--- config.mk ---
export PLATFORM = sky130hd
export DESIGN_NAME = hamming_nibble_packer
export DESIGN_NICKNAME = d
export VERILOG_FILES = /design/src/rtl/hamming_pkg.sv /design/src/rtl/hamming_sat_counter.sv /design/src/rtl/hamming_nibble_packer.sv
export SDC_FILE = /design/constraint.sdc
export NUM_CORES = 1
export LEC_CHECK = 0
export ABC_AREA = 1
export CAP_MARGIN = 10
export CORE_MARGIN = 2
export CORE_UTILIZATION = 44
export DETAILED_ROUTE_END_ITERATION = 8
export PLACE_DENSITY = 0.72
export SYNTH_ARGS = -nofsm -noshare
export SYNTH_HDL_FRONTEND = slang
export SYNTH_SLANG_ARGS = --single-unit
--- constraint.sdc ---
create_clock -name clk -period 2.1 [get_ports clk]
set_input_delay 0.525 -clock clk [delete_from_list [all_inputs] [get_ports clk]]
set_output_delay 0.525 -clock clk [all_outputs]
set_load 0.05 [all_outputs]
--- src/rtl/hamming_pkg.sv ---
// Shared definitions for the Hamming (8,4) decode path: decoder error-flag
// encodings and the nibble packer state encoding.
package hamming_pkg;

  localparam logic [1:0] ERR_NONE = 2'b00;
  localparam logic [1:0] ERR_CORR = 2'b01;
  localparam logic [1:0] ERR_DBL  = 2'b10;

  typedef enum logic [1:0] {
    EMPTY = 2'd0,
    HALF  = 2'd1,
    FULL  = 2'd2
  } pack_state_e;

endpackage

--- src/rtl/hamming_sat_counter.sv ---
// Saturating up-counter with synchronous clear; clear wins over increment.
module hamming_sat_counter #(
  parameter int W = 8
) (
  input  logic         clk,
  input  logic         rst,
  input  logic         clr,
  input  logic         inc,
  output logic [W-1:0] count
);

  always_ff @(posedge clk) begin
    if (rst || clr) begin
      count <= '0;
    end else if (inc && (count != {W{1'b1}})) begin
      count <= count + W'(1);
    end
  end

endmodule

--- src/rtl/hamming_nibble_packer.sv ---
// Packs decoded Hamming nibbles into bytes with per-byte error summary bits
// and keeps saturating counts of corrected / uncorrectable codewords.
module hamming_nibble_packer
  import hamming_pkg::*;
#(
  parameter int CNT_W     = 8,
  parameter bit LOW_FIRST = 1'b1
) (
  input  logic             clk,
  input  logic             rst,
  input  logic             in_valid,
  output logic             in_ready,
  input  logic [3:0]       in_data,
  input  logic [1:0]       in_err,
  input  logic             flush,
  output logic             out_valid,
  input  logic             out_ready,
  output logic [7:0]       out_data,
  output logic             out_corr,
  output logic             out_uncorr,
  output logic             out_partial,
  input  logic             clr_cnt,
  output logic [CNT_W-1:0] corr_cnt,
  output logic [CNT_W-1:0] uncorr_cnt
);

  pack_state_e r_state;
  logic [3:0]  r_hold_data;
  logic        r_hold_corr;
  logic        r_hold_unc;

  logic        w_in_hs;
  logic        w_out_hs;
  logic        w_in_corr;
  logic        w_in_unc;

  function automatic logic [7:0] pack_byte(input logic [3:0] first,
                                           input logic [3:0] second);
    return LOW_FIRST ? {second, first} : {first, second};
  endfunction

  assign in_ready  = (r_state != FULL) || out_ready;
  assign w_in_hs   = in_valid && in_ready;
  assign w_out_hs  = out_valid && out_ready;
  // 2'b11 is treated as a detected double error.
  assign w_in_corr = (in_err == ERR_CORR);
  assign w_in_unc  = in_err[1];

  always_ff @(posedge clk) begin
    if (rst) begin
      r_state     <= EMPTY;
      out_valid   <= 1'b0;
      out_data    <= '0;
      out_corr    <= 1'b0;
      out_uncorr  <= 1'b0;
      out_partial <= 1'b0;
    end else begin
      case (r_state)
        EMPTY: begin
          if (w_in_hs) r_state <= HALF;
        end
        HALF: begin
          if (w_in_hs) begin
            r_state     <= FULL;
            out_valid   <= 1'b1;
            out_data    <= pack_byte(r_hold_data, in_data);
            out_corr    <= r_hold_corr || w_in_corr;
            out_uncorr  <= r_hold_unc || w_in_unc;
            out_partial <= 1'b0;
          end else if (flush) begin
            r_state     <= FULL;
            out_valid   <= 1'b1;
            out_data    <= pack_byte(r_hold_data, 4'h0);
            out_corr    <= r_hold_corr;
            out_uncorr  <= r_hold_unc;
            out_partial <= 1'b1;
          end
        end
        FULL: begin
          // An input handshake here implies out_ready, so the byte leaves too.
          if (w_out_hs) begin
            out_valid <= 1'b0;
            r_state   <= w_in_hs ? HALF : EMPTY;
          end
        end
        default: r_state <= EMPTY;
      endcase
    end
  end

  // Held first nibble; loaded whenever a handshake starts a new byte.
  always_ff @(posedge clk) begin
    if (w_in_hs && (r_state != HALF)) begin
      r_hold_data <= in_data;
      r_hold_corr <= w_in_corr;
      r_hold_unc  <= w_in_unc;
    end
  end

  hamming_sat_counter #(.W(CNT_W)) u_corr_cnt (
    .clk   (clk),
    .rst   (rst),
    .clr   (clr_cnt),
    .inc   (w_in_hs && w_in_corr),
    .count (corr_cnt)
  );

  hamming_sat_counter #(.W(CNT_W)) u_uncorr_cnt (
    .clk   (clk),
    .rst   (rst),
    .clr   (clr_cnt),
    .inc   (w_in_hs && w_in_unc),
    .count (uncorr_cnt)
  );

endmodule

# Yosys cells after proc, flatten, opt, wreduce, memory -nomap -nowiden
# Index checks and enable logic that the tools add are counted.
[word_totals]
register_bits = 36
in_bits = 12
out_inout_bits = 29
wordCells = 57
[classes]
n_addsub = 2
eq_ne = 10
n_mux = 17
reduce_logical = 17
[ops]
columns = ["op", "count"]
rows = [
  ["$add A8 B1 Y8 const B", 2],
  ["$mux W8", 2],
  ["$ne A8 B8 Y1 const B", 2],
  ["$mux W1", 9],
  ["$mux W2", 4],
  ["$logic_and A1 B1 Y1", 7],
  ["$ne A2 B2 Y1 const B", 3],
  ["$pmux W2 S3", 1],
  ["$reduce_and A3 Y1", 2],
  ["$eq A2 B1 Y1 const B", 2],
  ["$logic_or A1 B1 Y1", 4],
  ["$reduce_bool A2 Y1", 2],
  ["$ne A3 B3 Y1 const B", 1],
  ["$eq A2 B2 Y1 const B", 1],
  ["$logic_not A2 Y1", 1],
  ["$ne A2 B1 Y1 const B", 1],
  ["$pmux W1 S2", 1],
  ["$reduce_and A2 Y1", 1],
]

# Logic depth before layout (Yosys ltp)
# Gate-level depths: netlist (run 1).
[depth]
ltp_word = 6
ltp_mapped = 8

# Modules after synthesis
# From an unflattened synthesis (run 1), not the netlist that was laid out.
[hier_totals]
cells_unflattened = 229
hier_area_um2 = 1764.2
[by_module_without_submodules]
columns = ["mod", "instances", "cells_each", "area_per_inst_um2", "seq_area_each_um2"]
rows = [
  ["hamming_sat_counter", 2, 67, 447.9, 160.2],
  ["hamming_nibble_packer", 1, 95, 868.3, 460.4],
]

# Least setup slack after synthesis (run 1)
# Ideal clock, no wire load.
[synth_path]
path_type = "register -> register"
startpoint = "register u_corr_cnt.count[0]"
endpoint = "register u_corr_cnt.count[0]"
setup_ns = 0.115
arrival_ns = 1.553
t_required_ns = 1.985
path_slack_ns = 0.432
stages_incl_launch_ff = 7
path_buffers = 0
period_less_slack_ns = 1.668
path_cell_list = "dfxtp_1 -> ha_1 -> nand2_1 -> nor3_2 -> nor2_4 -> nor2_1 -> nor2_2"
[synth_between]
elab_chain_len = 2
word_cells_on_any_way = 3
cone_classes = "add/sub (1); eq/ne (1); reduce/logical (1)"
[synth_rtl]
columns = ["element", "line_no", "rtl"]
rows = [
  ["start: declaration", "hamming_sat_counter.sv:9", "output logic [W-1:0] count"],
  ["start signal: assignment", "hamming_sat_counter.sv:16", "count <= count + W'(1);"],
  ["branches (longest 2 deep; another with $add A8 B1 Y8)", "-", ""],
]
# Several ways; the timed one is not identified.
# A chain may end at the register's enable or synchronous reset.

# Worst setup path in the final report (run 1)
[layout_path]
startpoint = "register u_corr_cnt.count[1]"
endpoint = "output port corr_cnt[1]"
[layout_lines]
columns = ["element", "line_no", "rtl"]
rows = [
  ["end: declaration", "hamming_nibble_packer.sv:23", "output logic [CNT_W-1:0] corr_cnt,"],
]
# No word-level cell between the ends.

==> flow_summary.json, run 1 <==
{
  "diodes": 0,
  "die_height_um": 66.1,
  "die_x_um": 66.1,
  "cp_slowest_cell": "clkdlybuf4s50_1",
  "wl_um": 3440,
  "synth_edf_count": 6,
  "dp_slack_ps": 149,
  "finalSetupTns_ps": 0,
  "cts_buffers": 5,
  "synth_nets": 249,
  "hpwl_um": 2550,
  "cts.clk_slew.worst_paths_ps": 80,
  "critPathMaxStageDelay_ps": 830,
  "critPathKind": "reg2out",
  "cts_tree": "done",
  "synthFlopType": "dfxtp_1",
  "grt_antenna_before_repair": 0,
  "place.port_buffers": 40,
  "worstPathCellList": "clkdlybuf4s50_1",
  "syn2layout_area_growth_pct": 34.3,
  "grt_util_all_layers": 0.184,
  "grt_pass1_wl_um": 6160,
  "overflow": 0,
  "period_share": 0.972,
  "cts_sinks": 36,
  "start_util": 0.460,
  "fillers": 350,
  "vias": 1558,
  "fmax_mhz": 490,
  "yosysWarnings": 0,
  "gp_congestion": 0.795,
  "fp-row-count": 22,
  "finalSetupViolCount": 0,
  "relSlewSlack": 0.664,
  "worstSkewPairLatency_ps": 290,
  "syn_area_um2": 1700,
  "cp-end-kind": "output pin",
  "layout_common_cells": "nand2_1, nor2_1, dfxtp_1, clkdlybuf4s50_1, inv_1",
  "ys_ff_latch": 36,
  "grt_pass1_vias": 1423,
  "cts-resized-gates": 0,
  "cellPowerDensity_nw_per_um2": 763,
  "place_area_um2": 2160,
  "cts-root-buf": "clkbuf_8",
  "worst-path-buf-inv": 1,
  "yosys.cell_types.count": 24,
  "leakagePower_uw": 0.000936,
  "hold_class": "reg2reg",
  "avgViaCountPerCell": 4.68,
  "drt_iter0_markers": 76,
  "core_region_area_um2": 3690,
  "post-cts-setup-buffers": 0,
  "grt_max_degree": 13,
  "startpoint_type": "flip-flop",
  "finalPower_uw": 1740,
  "finalClockSkew_ps": 4.40,
  "synthCells": 235,
  "ctsHoldBuffers": 0,
  "critPathArrivalTime_ps": 1520,
  "crit_fanout": 5,
  "seq_area_frac_synth": 0.461,
  "cts.htree.levels": 2,
  "rrSetupSlack_ps": 680,
  "dieArea_um2": 4370,
  "first_pass_iters": 4,
  "final_nets": 298,
  "syn_avg_cell_area_um2": 7.21,
  "drv_cap": 0,
  "slew_viol_final": 0,
  "hold_violations": 0,
  "antenna_left": 0,
  "routedWlPerCell_um": 10.3,
  "grt_setup_unrepaired": "no",
  "peakVddDrop_mv": 0.381,
  "worst_slew_pin_slew_ps": 503,
  "timing.final.ws_setup_ps": 59.2,
  "status": "complete, no violations",
  "cts_buffer_depth": 2,
  "crit_family": "buffers and inverters",
  "drt_drc_violations_left": 0,
  "drive_above_1_share": 0.144,
  "layout_min_cycle_time_ps": 2040,
  "synthArstFlopShare": 0,
  "crit_required_ps": 1570,
  "design_area_um2": 2280,
  "final_common_cell": "nand2_1",
  "ios": 41
}
## per-stage QoR
stage          instances   util  hold slack, ps
2_1_floorplan        235      -             440
3_3_place_gp         325  0.586             451
4_1_cts              333  0.616             464
5_1_grt              333  0.617             504
6_report             333  0.617             464
3_5_place_dp         325  0.586             452
## worst paths after layout
| kind | to | from | depth (start not counted) |
|---|---|---|---|
| hold / removal | out_data[4] | out_data[4] | 2 |
| hold reg to reg | out_data[4] | out_data[4] | 2 |
| setup reg to reg | u_corr_cnt.count[0] | u_corr_cnt.count[0] | 6 |
| setup / recovery | corr_cnt[1] | u_corr_cnt.count[1] | 1 |
## Yosys cell counts, types with 3 or more instances
cell      instances  share of area
nand3_2           4          0.024
edfxtp_1          6           0.11
a21oi_1          19          0.056
dfxtp_1          30           0.35
nand2_1          76           0.17
nor2_2            6          0.022
nand3_1           9          0.027
inv_1            23          0.051
nand2_2           3          0.011
o21ai_0          10          0.030
nor2_1           30          0.066
## per-layer routing
layer | part of all wire | up-vias | track usage
met5 | 0 | - | 0
met4 | 0.016 | 0 | 0.0689
met3 | 0.046 | 6 | 0.0511
met2 | 0.45 | 27 | 0.290
met1 | 0.49 | 684 | 0.240
li1 | - | 841 | -
## final cells by class
type,instances,area (um2),area share
Clock buffer,5,68.8,0.0302
Clock inverter,3,42.5,0.0187
Inverter,26,97.6,0.0429
Multi-Input combinational cell,171,805,0.353
Sequential cell,36,781,0.343
Tap cell,48,60.1,0.0264
Timing Repair Buffer,44,423,0.186
## sequential cells by signal, summed over array words and instances, names as in the netlist
| name | flops |
|---|---|
| out_corr | 1 |
| out_data | 8 |
| out_partial | 1 |
| out_uncorr | 1 |
| out_valid | 1 |
| r_hold_corr | 1 |
| r_hold_data | 4 |
| r_hold_unc | 1 |
| r_state | 2 |
| u_corr_cnt.count | 8 |
| u_uncorr_cnt.count | 8 |
## power by group
group / internal, uW / total (uW) / switching, uW / leakage, uW
Sequential: 752 / 777 / 25.1 / 0.000302
Clock: 351 / 615 / 263 / 0.0000541
Combinational: 122 / 345 / 223 / 0.000581
Total: 1230 / 1740 / 512 / 0.000936
## cell families after synthesis
logic type / Yosys count / share of synthesized area
AO/OA/AOI/OAI: 32 / 0.0967
XOR/XNOR: 3 / 0.0155
adder cells (fa/ha/maj): 2 / 0.0148
buffers and inverters: 28 / 0.0649
flip-flops: 36 / 0.461
AND/OR/NAND/NOR: 134 / 0.348
Note: power is estimated with default switching activity, not from simulation.
==> run 2: changes to the inputs <==
CTS_CLUSTER_DIAMETER = 80   (was unset)
==> results of run 2 <==
The final DEF is identical to that of run 1; final timing and power are the same.
